File: src/rtl/amdc_ecs_sample_avg_pkg.sv
// amdc_ecs_pkg: shared widths, FSM encoding and accumulator sizing for the eddy-current sample averager.
package amdc_ecs_pkg;
    localparam int DATA_W   = 18;
    localparam int MAX_LOG2 = 4;

    typedef enum logic [1:0] {
        IDLE = 2'b00,
        CAPT = 2'b01,
        ACC  = 2'b10,
        PUB  = 2'b11
    } state_t;

    // Headroom of MAX_LOG2 bits lets a full window of max-scale samples sum without overflow.
    function automatic int acc_w(input int dw, input int ml);
        return dw + ml;
    endfunction
endpackage

File: src/rtl/amdc_ecs_sample_avg_if.sv
// amdc_ecs_sample_avg_if: conversion-done level and X/Y sample bus from the SPI master.
interface amdc_ecs_sample_avg_if #(parameter int DATA_W = amdc_ecs_pkg::DATA_W);
    logic              conv_done;
    logic [DATA_W-1:0] sample_x;
    logic [DATA_W-1:0] sample_y;
    modport master (output conv_done, sample_x, sample_y);
    modport slave  (input  conv_done, sample_x, sample_y);
endinterface

File: src/rtl/amdc_ecs_sample_avg_accum.sv
// amdc_ecs_accum: one-channel boxcar accumulator; publishes acc >> k and restarts the window.
module amdc_ecs_accum #(
    parameter int DW = amdc_ecs_pkg::DATA_W,
    parameter int ML = amdc_ecs_pkg::MAX_LOG2
) (
    input  logic          clk,
    input  logic          rst_n,
    input  logic          clr,
    input  logic          add,
    input  logic          pub,
    input  logic [2:0]    k,
    input  logic [DW-1:0] din,
    output logic [DW-1:0] avg
);
    import amdc_ecs_pkg::*;
    localparam int AW = acc_w(DW, ML);
    logic [AW-1:0] acc_q, acc_d;
    logic [DW-1:0] avg_q, avg_d;
    always_comb begin
        acc_d = (clr || pub) ? '0 : add ? acc_q + AW'(din) : acc_q;
        avg_d = (pub && !clr) ? DW'(acc_q >> k) : avg_q;
    end
    always_ff @(posedge clk or negedge rst_n) begin
        if (!rst_n) begin
            acc_q <= '0;
            avg_q <= '0;
        end else begin
            acc_q <= acc_d;
            avg_q <= avg_d;
        end
    end
    assign avg = avg_q;
endmodule

File: src/rtl/amdc_ecs_sample_avg.sv
// amdc_ecs_sample_avg: captures each SPI conversion and publishes a 2^k-sample boxcar average per channel.
module amdc_ecs_sample_avg #(
    parameter int DATA_W   = amdc_ecs_pkg::DATA_W,
    parameter int MAX_LOG2 = amdc_ecs_pkg::MAX_LOG2,
    parameter int CNT_W    = 16
) (
    input  logic                 clk,
    input  logic                 rst_n,
    input  logic                 enable,
    input  logic                 clear,
    input  logic [2:0]           avg_log2,
    amdc_ecs_sample_avg_if.slave conv,
    output logic [DATA_W-1:0]    raw_x,
    output logic [DATA_W-1:0]    raw_y,
    output logic                 raw_valid,
    output logic [DATA_W-1:0]    avg_x,
    output logic [DATA_W-1:0]    avg_y,
    output logic                 avg_valid,
    output logic [CNT_W-1:0]     sample_cnt
);
    import amdc_ecs_pkg::*;
    localparam int WC_W = MAX_LOG2 + 1;
    state_t            state_q, state_d;
    logic              done_q, done_d;
    logic [WC_W-1:0]   win_cnt_q, win_cnt_d;
    logic [2:0]        k_lat_q, k_lat_d;
    logic [DATA_W-1:0] raw_x_q, raw_x_d, raw_y_q, raw_y_d;
    logic              raw_valid_q, raw_valid_d, avg_valid_q, avg_valid_d;
    logic [CNT_W-1:0]  sample_cnt_q, sample_cnt_d;
    logic              evt, kill, accept, full, add;
    logic [2:0]        k_sat;
    always_comb begin
        evt          = conv.conv_done && !done_q;
        kill         = clear || !enable;
        accept       = evt && !kill && state_q == IDLE;
        full         = state_q == ACC && win_cnt_q == (WC_W'(1) << k_lat_q);
        k_sat        = (avg_log2 > 3'(MAX_LOG2)) ? 3'(MAX_LOG2) : avg_log2;
        done_d       = conv.conv_done;
        state_d      = kill ? IDLE
                     : state_q == IDLE ? (accept ? CAPT : IDLE)
                     : state_q == CAPT ? ACC
                     : state_q == ACC  ? (full ? PUB : IDLE)
                     : IDLE;
        win_cnt_d    = (kill || full) ? '0 : state_q == CAPT ? win_cnt_q + WC_W'(1) : win_cnt_q;
        k_lat_d      = (accept && win_cnt_q == '0) ? k_sat : k_lat_q;
        raw_x_d      = accept ? conv.sample_x : raw_x_q;
        raw_y_d      = accept ? conv.sample_y : raw_y_q;
        raw_valid_d  = accept;
        avg_valid_d  = full && !kill;
        sample_cnt_d = accept ? sample_cnt_q + CNT_W'(1) : sample_cnt_q;
        add          = state_q == CAPT && !kill;
    end
    always_ff @(posedge clk or negedge rst_n) begin
        if (!rst_n) begin
            state_q      <= IDLE;
            done_q       <= 1'b0;
            win_cnt_q    <= '0;
            k_lat_q      <= '0;
            raw_x_q      <= '0;
            raw_y_q      <= '0;
            raw_valid_q  <= 1'b0;
            avg_valid_q  <= 1'b0;
            sample_cnt_q <= '0;
        end else begin
            state_q      <= state_d;
            done_q       <= done_d;
            win_cnt_q    <= win_cnt_d;
            k_lat_q      <= k_lat_d;
            raw_x_q      <= raw_x_d;
            raw_y_q      <= raw_y_d;
            raw_valid_q  <= raw_valid_d;
            avg_valid_q  <= avg_valid_d;
            sample_cnt_q <= sample_cnt_d;
        end
    end
    amdc_ecs_accum #(.DW(DATA_W), .ML(MAX_LOG2)) u_acc_x (
        .clk(clk), .rst_n(rst_n), .clr(kill), .add(add), .pub(avg_valid_d),
        .k(k_lat_q), .din(raw_x_q), .avg(avg_x)
    );
    amdc_ecs_accum #(.DW(DATA_W), .ML(MAX_LOG2)) u_acc_y (
        .clk(clk), .rst_n(rst_n), .clr(kill), .add(add), .pub(avg_valid_d),
        .k(k_lat_q), .din(raw_y_q), .avg(avg_y)
    );
    assign raw_x      = raw_x_q;
    assign raw_y      = raw_y_q;
    assign raw_valid  = raw_valid_q;
    assign avg_valid  = avg_valid_q;
    assign sample_cnt = sample_cnt_q;
endmodule

File: src/flat_wrapper.sv
// flat-port wrapper written by rule: the top's interface ports become plain ports
module amdc_ecs_sample_avg_flat import amdc_ecs_pkg::*;
#(
    parameter int DATA_W   = amdc_ecs_pkg::DATA_W,
    parameter int MAX_LOG2 = amdc_ecs_pkg::MAX_LOG2,
    parameter int CNT_W    = 16
)
  (clk, rst_n, enable, clear, avg_log2, raw_x, raw_y, raw_valid, avg_x, avg_y, avg_valid, sample_cnt, conv_conv_done, conv_sample_x, conv_sample_y);
  amdc_ecs_sample_avg_if #(.DATA_W(DATA_W)) conv_i ();
  input  logic clk;
  input  logic rst_n;
  input  logic enable;
  input  logic clear;
  input  logic [2:0] avg_log2;
  output logic [DATA_W-1:0] raw_x;
  output logic [DATA_W-1:0] raw_y;
  output logic raw_valid;
  output logic [DATA_W-1:0] avg_x;
  output logic [DATA_W-1:0] avg_y;
  output logic avg_valid;
  output logic [CNT_W-1:0] sample_cnt;
  input wire logic [$bits(conv_i.conv_done)-1:0] conv_conv_done;
  input wire logic [$bits(conv_i.sample_x)-1:0] conv_sample_x;
  input wire logic [$bits(conv_i.sample_y)-1:0] conv_sample_y;
  assign conv_i.conv_done = conv_conv_done;
  assign conv_i.sample_x = conv_sample_x;
  assign conv_i.sample_y = conv_sample_y;
  amdc_ecs_sample_avg #(.DATA_W(DATA_W), .MAX_LOG2(MAX_LOG2), .CNT_W(CNT_W)) u_core (.clk(clk), .rst_n(rst_n), .enable(enable), .clear(clear), .avg_log2(avg_log2), .conv(conv_i), .raw_x(raw_x), .raw_y(raw_y), .raw_valid(raw_valid), .avg_x(avg_x), .avg_y(avg_y), .avg_valid(avg_valid), .sample_cnt(sample_cnt));
endmodule
File: config.mk
export PLATFORM = sky130hd
export DESIGN_NAME = amdc_ecs_sample_avg_flat
export DESIGN_NICKNAME = d
export VERILOG_FILES = /design/src/rtl/amdc_ecs_sample_avg_pkg.sv /design/src/rtl/amdc_ecs_sample_avg_if.sv /design/src/rtl/amdc_ecs_sample_avg_accum.sv /design/src/rtl/amdc_ecs_sample_avg.sv /design/src/flat_wrapper.sv
export SDC_FILE = /design/constraint.sdc
export NUM_CORES = 1
export LEC_CHECK = 0
export BUFFER_PORTS_ARGS = -buffer_cell sky130_fd_sc_hd__buf_2
export CORE_ASPECT_RATIO = 0.7
export CORE_MARGIN = 2
export CORE_UTILIZATION = 33
export CTS_CLUSTER_SIZE = 8
export DETAILED_ROUTE_END_ITERATION = 8
export GPL_ROUTABILITY_DRIVEN = 0
export PLACE_DENSITY = 0.5
export SLEW_MARGIN = 20
export SYNTH_ARGS = -nofsm -noshare
export SYNTH_HDL_FRONTEND = slang
export SYNTH_SLANG_ARGS = --single-unit
File: constraint.sdc
create_clock -name clk -period 4.3 [get_ports clk]
set_input_delay 0 -clock clk [delete_from_list [all_inputs] [get_ports clk]]
set_output_delay 0 -clock clk [all_outputs]
set_load 0.01 [all_outputs]
=== Word-level counts from Yosys, hierarchy flattened ===
Index checks and enable logic that the tools add are counted.

* Shifts and indexed selects: 3
* $lt $le $gt $ge: 1
* Multiplexer cells: 13
* Eq/ne operators: 3
* Add/subtract/negate cells: 4
* Reductions and logical operators: 18

{| class="wikitable"
|+ Operators by type and width
! cell !! count
|-
| 22-bit 2-to-1 mux || 4
|-
| 22-bit by 18-bit adder with 22-bit output || 2
|-
| 22-bit by 3-bit right shift with 18-bit output || 2
|-
| 16-bit by 1-bit adder with 16-bit output (second input constant) || 1
|-
| 2-bit 2-to-1 mux || 5
|-
| 5-bit 2-to-1 mux || 2
|-
| 1-bit logical AND || 8
|-
| 5-bit by 1-bit adder with 5-bit output (second input constant) || 1
|-
| 5-bit == test || 1
|-
| 5-bit logical NOT || 1
|-
| 1-bit by 3-bit left shift with 5-bit output (first input constant) || 1
|-
| 2-bit nonzero test || 2
|-
| 3-bit greater-than comparator (second input constant) || 1
|-
| 1-bit logical NOT || 3
|-
| 1-bit logical OR || 3
|-
| 3-bit 2-to-1 mux || 1
|-
| 2-bit by 1-bit == test with 1-bit output (second input constant) || 1
|-
| 2-bit == test (second input constant) || 1
|-
| 2-bit logical NOT || 1
|-
| 1-bit 2-to-1 mux || 1
|}

* Output and inout port bits: 90
* Input bits: 44
* Register bits: 145
* Word-level logic and storage cells: 55

=== Depth between registers and ports, before layout ===
Gate-level depths: netlist (run 1).

* Word-level depth: 8
* Depth in mapped cells: 10

=== Hierarchy ===
Synthesis (run 1) repeated with hierarchy kept, for this count alone.

* Cell total of the unflattened synthesis: 1,001
* Area total of the unflattened synthesis: 9,272.6 um2

{| class="wikitable"
|+ By module, submodules not included
! module !! instances !! seq. area each (um2) !! area an instance (um2) !! cells each
|-
| amdc_ecs_accum (u_core.u_acc_x) || 1 || 1,001.0 || 3,342.0 || 370
|-
| amdc_ecs_accum (u_core.u_acc_y) || 1 || 1,001.0 || 3,156.8 || 350
|-
| amdc_ecs_sample_avg || 1 || 1,626.6 || 2,773.9 || 281
|}

=== Worst setup path before layout (run 1) ===
No wires, ideal clock.

* Path type: register to register
* Start: reg u_core.raw_y_q[0], in the netlist u_core.raw_y[0]
* End: reg u_core.u_acc_y.acc_q[20]
* Required time: 4,221 ps
* Path buffers: 0
* Cell stages (with the launch flop): 11
* Period minus slack after synthesis: 2,473 ps
* Library setup time: 79 ps
* Arrival: 2,394 ps
* Slack: 1,827 ps
* Cells stage by stage: dfrtp_1 ha_1 inv_1 fa_1 nand2b_1 a21oi_1 o21ai_1 a211oi_1 a31oi_1 or3_1 a21oi_1

* Word-level cells in the longest chain between the ends: 3

{| class="wikitable"
|+ RTL lines
! item !! line !! RTL
|-
| start: declaration || amdc_ecs_sample_avg.sv:27 || <nowiki>logic [DATA_W-1:0] raw_x_q, raw_x_d, raw_y_q, raw_y_d;</nowiki>
|-
| start signal: assignment || amdc_ecs_sample_avg.sv:70 || <nowiki>raw_y_q <= raw_y_d;</nowiki>
|-
| 22-bit by 18-bit adder with 22-bit output || amdc_ecs_sample_avg_accum.sv:20 || <nowiki>acc_d = (clr || pub) ? '0 : add ? acc_q + AW'(din) : acc_q;</nowiki>
|-
| 22-bit 2-to-1 mux (2 in a row) || amdc_ecs_sample_avg_accum.sv:20 ||
|-
| end signal: assignment || amdc_ecs_sample_avg_accum.sv:25 || <nowiki>acc_q <= '0;</nowiki>
|-
| end signal: assignment || amdc_ecs_sample_avg_accum.sv:28 || <nowiki>acc_q <= acc_d;</nowiki>
|-
| end: declaration || amdc_ecs_sample_avg_accum.sv:17 || <nowiki>logic [AW-1:0] acc_q, acc_d;</nowiki>
|}

Every way passes these cells. The select of a mux whose other input is x is not followed.
A chain may end at the register's enable or synchronous reset.

=== Final worst setup path (run 1) ===
* Start: reg u_core.k_lat_q[0]
* End: reg u_core.u_acc_x.avg_q[13], in the netlist u_core.u_acc_x.avg[13]

* Word-level cells in the longest chain between the ends: 5
* Elaborated cells between the ends (all ways): 6
* Classes of those cells: 1 x eq/ne; 2 x shift; 3 x reduce/logical

{| class="wikitable"
|+ RTL lines
! item !! line !! RTL
|-
| start: declaration || amdc_ecs_sample_avg.sv:26 || <nowiki>logic [2:0] k_lat_q, k_lat_d;</nowiki>
|-
| start signal: assignment || amdc_ecs_sample_avg.sv:68 || <nowiki>k_lat_q <= k_lat_d;</nowiki>
|-
| 1-bit by 3-bit left shift with 5-bit output || amdc_ecs_sample_avg.sv:36 || <nowiki>full = state_q == ACC && win_cnt_q == (WC_W'(1) << k_lat_q);</nowiki>
|-
| 5-bit == test || amdc_ecs_sample_avg.sv:36 ||
|-
| 1-bit logical AND || amdc_ecs_sample_avg.sv:36 ||
|-
| 1-bit logical AND || amdc_ecs_sample_avg.sv:49 || <nowiki>avg_valid_d = full && !kill;</nowiki>
|-
| 1-bit logical AND || amdc_ecs_sample_avg_accum.sv:21 || <nowiki>avg_d = (pub && !clr) ? DW'(acc_q >> k) : avg_q;</nowiki>
|-
| end signal: assignment || amdc_ecs_sample_avg_accum.sv:29 || <nowiki>avg_q <= avg_d;</nowiki>
|-
| end: declaration || amdc_ecs_sample_avg_accum.sv:18 || <nowiki>logic [DW-1:0] avg_q, avg_d;</nowiki>
|}

Parallel ways exist; a longest one is shown, timed or not.

==> results of run 1 <==
## cell families after synthesis
logic type,after synthesis
AND/OR/NAND/NOR,261
AO/OA/AOI/OAI,252
flip-flops,145
multiplexers,88
buffers and inverters,71
XOR/XNOR,48
adder cells (fa/ha/maj),41
## power by group through the flow
stage | registers (mW) | logic [mW] | clock network, mW
after CTS | 1.65 | 1.01 | 1.66
final | 1.64 | 1.01 | 1.61
after floorplan | 1.66 | 0.639 | 0
after global placement | 1.67 | 0.976 | 0
after detailed placement | 1.67 | 0.977 | 0
after global routing | 1.67 | 1.13 | 1.72
## flip-flops by register name (all words and copies together), names as in the netlist, 2 cells and up
| name | count |
|---|---|
| u_core.raw_y | 18 |
| u_core.sample_cnt | 16 |
| u_core.raw_x | 18 |
| u_core.u_acc_x.avg | 18 |
| u_core.k_lat_q | 3 |
| u_core.u_acc_x.acc_q | 22 |
| u_core.win_cnt_q | 5 |
| u_core.state_q | 2 |
| u_core.u_acc_y.avg | 18 |
| u_core.u_acc_y.acc_q | 22 |
## cell type report
cell class                      count  area [um^2]  area share, %
Sequential cell                   145         3630           33.9
Clock buffer                       18          439           4.10
Multi-Input combinational cell    690         4770           44.5
Inverter                           20         75.1          0.701
Timing Repair Buffer              188         1190           11.1
Clock inverter                     14          190           1.78
Tap cell                          331          414           3.87
## how the worst min path moves through the flow
stage | endpoint | depth (start not counted)
floorplan | u_core.avg_valid | 0
global placement | u_core.u_acc_x.avg[6] | 1
detailed placement | u_core.u_acc_x.avg[9] | 1
CTS | u_core.state_q[1] | 4
global route | u_core.state_q[1] | 4
finish | u_core.state_q[1] | 4
## metal layers
layer,vias up,share of wire [%]
met3,15,5.2
met1,3486,58
met5,-,0
met2,206,36
li1,3590,-
met4,0,0.74
## stage by stage
step	power, mW	std cells	worst slack [ns]	area [um^2]
after detailed placement	2.65	1333	1.30	9660
after global routing	4.52	1406	0.910	10700
after CTS	4.32	1406	1.29	10700
final	4.26	1406	1.28	10700
after floorplan	2.30	906	1.83	8690
after global placement	2.64	1333	1.37	9660
## worst reg2reg max path, delay by kind of cell (launching register included)
family | cells | cell delay (ns)
buffers and inverters | 1 | 0.43
flip-flops | 1 | 0.98
AO/OA/AOI/OAI | 4 | 0.80
AND/OR/NAND/NOR | 3 | 0.75
## repair_timing
| action | in CTS | in global routing |
|---|---|---|
| endpoints found under the hold margin | 122 | 0 |
| endpoints found under the setup margin | 0 | 0 |
| hold buffers | 41 | 0 |
## synth_stat cells, types with 9 or more instances
library cell                 n
sky130_fd_sc_hd__dfrtp_1   145
sky130_fd_sc_hd__nand2_1    96
sky130_fd_sc_hd__a21oi_1    90
sky130_fd_sc_hd__nor2_1     83
sky130_fd_sc_hd__mux2_2     53
sky130_fd_sc_hd__ha_1       39
sky130_fd_sc_hd__o21ai_0    33
sky130_fd_sc_hd__o21ai_1    33
sky130_fd_sc_hd__mux2i_1    27
sky130_fd_sc_hd__xnor2_1    25
sky130_fd_sc_hd__xor2_1     23
sky130_fd_sc_hd__clkbuf_1   22
sky130_fd_sc_hd__buf_2      19
sky130_fd_sc_hd__inv_1      18
sky130_fd_sc_hd__nand2b_1   17
sky130_fd_sc_hd__a211oi_1   15
sky130_fd_sc_hd__a31oi_1    13
sky130_fd_sc_hd__a21o_1     12
sky130_fd_sc_hd__nand4_1    12
sky130_fd_sc_hd__nor2b_1     9
sky130_fd_sc_hd__nor3_1      9
## layout by cell type, fill, tap and decap left out, types with 14 or more instances in the layout
cell type / n
sky130_fd_sc_hd__buf_4: 14
sky130_fd_sc_hd__nand2_1: 96
sky130_fd_sc_hd__dfrtp_1: 144
sky130_fd_sc_hd__mux2_2: 53
sky130_fd_sc_hd__nand2b_1: 17
sky130_fd_sc_hd__nor2_1: 81
sky130_fd_sc_hd__clkbuf_16: 17
sky130_fd_sc_hd__ha_1: 39
sky130_fd_sc_hd__o21ai_1: 33
sky130_fd_sc_hd__xor2_1: 23
sky130_fd_sc_hd__xnor2_1: 25
sky130_fd_sc_hd__dlygate4sd3_1: 41
sky130_fd_sc_hd__buf_2: 132
sky130_fd_sc_hd__inv_1: 18
sky130_fd_sc_hd__mux2i_1: 27
sky130_fd_sc_hd__a21oi_1: 90
sky130_fd_sc_hd__a211oi_1: 15
sky130_fd_sc_hd__o21ai_0: 33
==> results_dict.tcl, run 1 <==
set metrics [dict create \
    hpwl_after_dpl_mm 18.0 \
    synth_edf_count 0 \
    regToRegSetupSlack_ns 1.28 \
    viasPerCell 5.19 \
    post_synth_adder_cell_area_pct 6.08 \
    path_clk_slew_ns 0.07 \
    grt_antenna_before_repair 0 \
    grtUsageMet1_pct 31.7 \
    yosysSeqAreaShare_pct 41.8 \
    drt-initial-drc-count 429 \
    synthCells 906 \
    cp_slowest_cell "sky130_fd_sc_hd__dfrtp_1" \
    finalMaxSlewViolations 0 \
    p_switching_mw 1.39 \
    worst_r2r_startpoint "u_core.k_lat_q[0]" \
    netlist_area_um2 8690 \
    grt_first_pass_wirelength_mm 39.6 \
    via_count 7297 \
    postSynth.asyncResetShare_pct 100 \
    antenna_cells 0 \
    floorplan.initialDensity_pct 33.7 \
    worst-setup-path-type "reg -> reg" \
    gr-usage-met2_pct 22.6 \
    grt_max_degree 85 \
    global_route.usage.met3_pct 3.42 \
    syn_avg_cell_area_um2 9.59 \
    fin_worst_skew_ns 0.0101 \
    worstSetupStartpoint "u_core.k_lat_q[0]" \
    route.detailed.drc 0 \
    totalWireLength_mm 24.3 \
    boundaryPins 134 \
    final_layout_size_suffix_gt1_share_pct 23.4 \
    vdd_ir_drop_max_v 0.000293 \
    r2r-end "u_core.u_acc_x.avg[13]" \
    final_layout_setup_total_negative_slack_ns 0 \
    synth_top_family_by_area "compound AO/OA/AOI/OAI gates" \
    clock_tree.buffer_depth 2 \
    cts_resized 0 \
    pwr_density_cell_nw_per_um2 398 \
    finalHoldViolations 0 \
    post_synth_xor_area_fraction_pct 4.84 \
    cp_max_fo 32 \
    hold-worst-slack_ns 0.0287 \
    final_antenna_net_count 0 \
    combPwrFrac_pct 23.7 \
    cts.root.buffer_cell "sky130_fd_sc_hd__clkbuf_16" \
    synth.area.top_cells "sky130_fd_sc_hd__dfrtp_1, sky130_fd_sc_hd__mux2_2, sky130_fd_sc_hd__ha_1, sky130_fd_sc_hd__a21oi_1, sky130_fd_sc_hd__nand2_1" \
    worst_r2r_path_depth 8 \
    crit_chain "o21ba_2 -> o211ai_1 -> o221a_2 -> nand2_1 -> nor2_4 -> buf_4 -> nor2_1 -> a21oi_1" \
    critical_path_required_ns 4.66 \
    drt-pass1-iter-count 5 \
    final_net_count 1147 \
    cpLargestDelayFamily "flip-flops" \
    finalWorstPathRequiredPeriod_ns 3.02 \
    post_synth_mux_area_share_pct 12.1 \
    fmax_ghz 0.331 \
    insertion_delay_ns 0.44 \
    io_buffer_count 133 \
    synth_compound_gate_area_share_pct 18.0 \
    ctsHtreeMaxLevel 4 \
    cts_setup_buffers 0 \
    critPathCapture "u_core.u_acc_x.avg[13]" \
    endpoint_type_of_the_worst_setup_path "flip-flop" \
    critical_path_buf_inv_count 1 \
    synth-seq-cells 145 \
    layout.core_utilization_pct 41.6 \
    critPathMaxStageDelay_ns 0.98 \
    slew_headroom_pct 35.0 \
    die_height_um 140 \
    fp.dieW_um 198 \
    leakage_nw 4.93 \
    synth-main-ff-cell "sky130_fd_sc_hd__dfrtp_1" \
    syn_nets 991 \
    grt_pass1_vias 6763 \
    result_of_the_run "completed" \
    worst_setup_path_start_kind "flip-flop" \
    period_share_pct 70.3 \
    crit_cells 8 \
    cts_tree "built" \
    setup_repair_after_global_routing_missed_its_margin "no" \
    worst_slew_pin_slew_ns 0.974 \
    synth_top_cell_by_area "sky130_fd_sc_hd__dfrtp_1" \
    grt-busiest-layer "met1" \
    power.share.switching_pct 32.6 \
    yosys.area_share.simple_pct 13.7 \
    setup_viol_count_final 0 \
    detail_route.wl_per_cell_um 17.3 \
    die_area_um2 27700 \
    netlist.area_leader.share_pct 41.8 \
    tritoncts_num_sinks 145 \
    tritoncts.num_buffers 17 \
    pwr-share-seq_pct 38.5 \
    grt-ovfl-total 0 \
    drv.max_cap_violation_count 0 \
    power_report.internal_total_mw 2.87 \
    fillers 2591 \
    crit_path_dat_ns 3.38 \
    grt.total_usage_pct 18.5 \
    rows 49 \
    hp-class "in -> reg" \
    post_synth_num_cell_types 63 \
    core_area_um2 25700 \
    share_clk_of_total_power_pct 37.8 \
    min-delay-start "clear" \
    syn2layout_area_growth_pct 23.2 \
    ys_warn_count 0 \
]
No activity file was read; power rests on OpenSTA's default activity.
==> run 2: changes to the inputs <==
- PLACE_DENSITY: 0.5 -> 0.52
- clock period: 4.3 -> 2.6 ns (I/O delays scaled with it)
==> results_dict.tcl, run 2 (synthesized netlist as in run 1, its figures left out) <==
set metrics [dict create \
    result_of_the_run "completed" \
    cp_max_fo 3 \
    path_clk_slew_ns 0.07 \
    pre_cts_worst_setup_slack_ns 0.0542 \
    fin_worst_skew_ns 0.0122 \
    viasPerCell 5.13 \
    antenna_cells 0 \
    grt.total_usage_pct 18.0 \
    syn2layout_area_growth_pct 26.5 \
    final_layout_size_suffix_gt1_share_pct 26.0 \
    grt_max_degree 69 \
    grt_first_pass_wirelength_mm 38.7 \
    period_share_pct 95.5 \
    timing.final.ws_setup_ns 0.118 \
    final_layout_setup_total_negative_slack_ns 0 \
    finalHoldViolations 0 \
    final_antenna_net_count 0 \
    layout_common_cells "sky130_fd_sc_hd__dfrtp_1, sky130_fd_sc_hd__buf_2, sky130_fd_sc_hd__nand2_1, sky130_fd_sc_hd__a21oi_1, sky130_fd_sc_hd__nor2_1" \
    totalWireLength_mm 24.2 \
    via_count 7346 \
    layout.core_utilization_pct 42.7 \
    pwr_density_cell_nw_per_um2 644 \
    cpLargestDelayFamily "compound AO/OA/AOI/OAI gates" \
    grt_antenna_before_repair 0 \
    rows 49 \
    grt-ovfl-total 0 \
    crit_chain "ha_2 -> inv_1 -> fa_1 -> nand2b_4 -> a21oi_4 -> o21ai_2 -> a211oi_2 -> buf_4 -> a31oi_1 -> or3_1 -> a21oi_1" \
    ctsHtreeMaxLevel 4 \
    detail_route.wl_per_cell_um 16.9 \
    insertion_delay_ns 0.43 \
    vdd_ir_drop_max_v 0.000523 \
    worst_slew_pin_slew_ns 0.711 \
    drv.max_cap_violation_count 0 \
    worst-setup-path-type "reg -> reg" \
    clock_tree.buffer_depth 2 \
    finalMaxSlewViolations 0 \
    critPathMaxStageDelay_ns 0.38 \
    floorplan.initialDensity_pct 33.7 \
    leakage_nw 5.08 \
    drt-pass1-iter-count 5 \
    io_buffer_count 133 \
    worst_setup_path_start_kind "flip-flop" \
    cts_tree "built" \
    cp_slowest_cell "sky130_fd_sc_hd__fa_1" \
    critical_path_required_ns 2.95 \
    die_height_um 140 \
    crit_path_dat_ns 2.83 \
    grt_pass1_vias 6734 \
    largest_registers_ranked_by_flip_flop_count "u_core.u_acc_x.acc_q (22), u_core.u_acc_y.acc_q (22)" \
    boundaryPins 134 \
    endpoint_type_of_the_worst_setup_path "flip-flop" \
    fp.dieW_um 198 \
    cts.root.buffer_cell "sky130_fd_sc_hd__clkbuf_16" \
    final_net_count 1173 \
    tritoncts_num_sinks 145 \
    finalWorstPathRequiredPeriod_ns 2.48 \
    die_area_um2 27700 \
    route.detailed.drc 0 \
    tritoncts.num_buffers 17 \
    hpwl_after_dpl_mm 18.0 \
    hp-class "in -> reg" \
    drt-initial-drc-count 496 \
    fmax_ghz 0.403 \
    core_area_um2 25700 \
    layout_commonest_cell "sky130_fd_sc_hd__dfrtp_1" \
    critical_path_buf_inv_count 2 \
    setup_viol_count_final 0 \
    slew_headroom_pct 52.6 \
]
[run 2: area by class of cell]
cell class,instances,area (um^2)
clock inverters,12,170
multi-input cells,690,4810
repair buffers,214,1420
inverters,20,75.1
fillers,2541,14800
well taps,331,414
flip-flops and latches,145,3630
clock buffers,20,467
[run 2: worst reg2reg max path, cell delays in order, from the launching register on]
cell and delay (ns):
sky130_fd_sc_hd__dfrtp_1 0.37, sky130_fd_sc_hd__ha_2 0.19, sky130_fd_sc_hd__inv_1 0.05, sky130_fd_sc_hd__fa_1 0.38
sky130_fd_sc_hd__nand2b_4 0.17, sky130_fd_sc_hd__a21oi_4 0.16, sky130_fd_sc_hd__o21ai_2 0.10, sky130_fd_sc_hd__a211oi_2 0.25
sky130_fd_sc_hd__buf_4 0.15, sky130_fd_sc_hd__a31oi_1 0.09, sky130_fd_sc_hd__or3_1 0.35, sky130_fd_sc_hd__a21oi_1 0.14
[run 2: final timing paths]
check,depth (start not counted),to,slack [ns],startpoint
max in group asynchronous,3,u_core.u_acc_y.acc_q[7],1.59,rst_n
worst max-delay path,11,u_core.u_acc_y.acc_q[20],0.12,u_core.raw_y[0]
worst min register to register,1,u_core.sample_cnt[15],0.46,u_core.sample_cnt[15]
worst min-delay path,5,u_core.u_acc_x.acc_q[1],0.12,clear
worst max register to register,11,u_core.u_acc_y.acc_q[20],0.12,u_core.raw_y[0]
min in group asynchronous,2,u_core.u_acc_x.avg[3],0.15,rst_n
[run 2: metrics by stage]
step / cells / power, mW / instance area (um^2) / hold slack, ns
final: 1432 / 7.07 / 11000 / 0.119
after global routing: 1432 / 7.47 / 11000 / 0.140
after CTS: 1430 / 7.15 / 10900 / 0.107
after detailed placement: 1356 / 4.39 / 9870 / 0.0704
after global placement: 1356 / 4.38 / 9870 / 0.0661
after floorplan: 906 / 3.80 / 8690 / -0.296
[run 2: per-layer routing]
metal / global-route usage [%] / up-vias / share of wire, %
met5: 0 / - / 0
met4: 3.68 / 0 / 0.62
met3: 3.37 / 10 / 5.5
met2: 22.1 / 202 / 37
met1: 30.9 / 3483 / 57
li1: - / 3651 / -
[run 2: power breakdown]
part	internal [mW]	switching, mW
combinational	0.751	0.974
clock	1.61	1.06
sequential	2.46	0.219
total	4.82	2.25
[run 2: repair_timing]
item                       in CTS  in global routing
gates resized for setup         0                 11
hold endpoints to repair      106                  0
buffers inserted                0                  2
setup endpoints to repair       0                  5
hold buffers                   42                  0
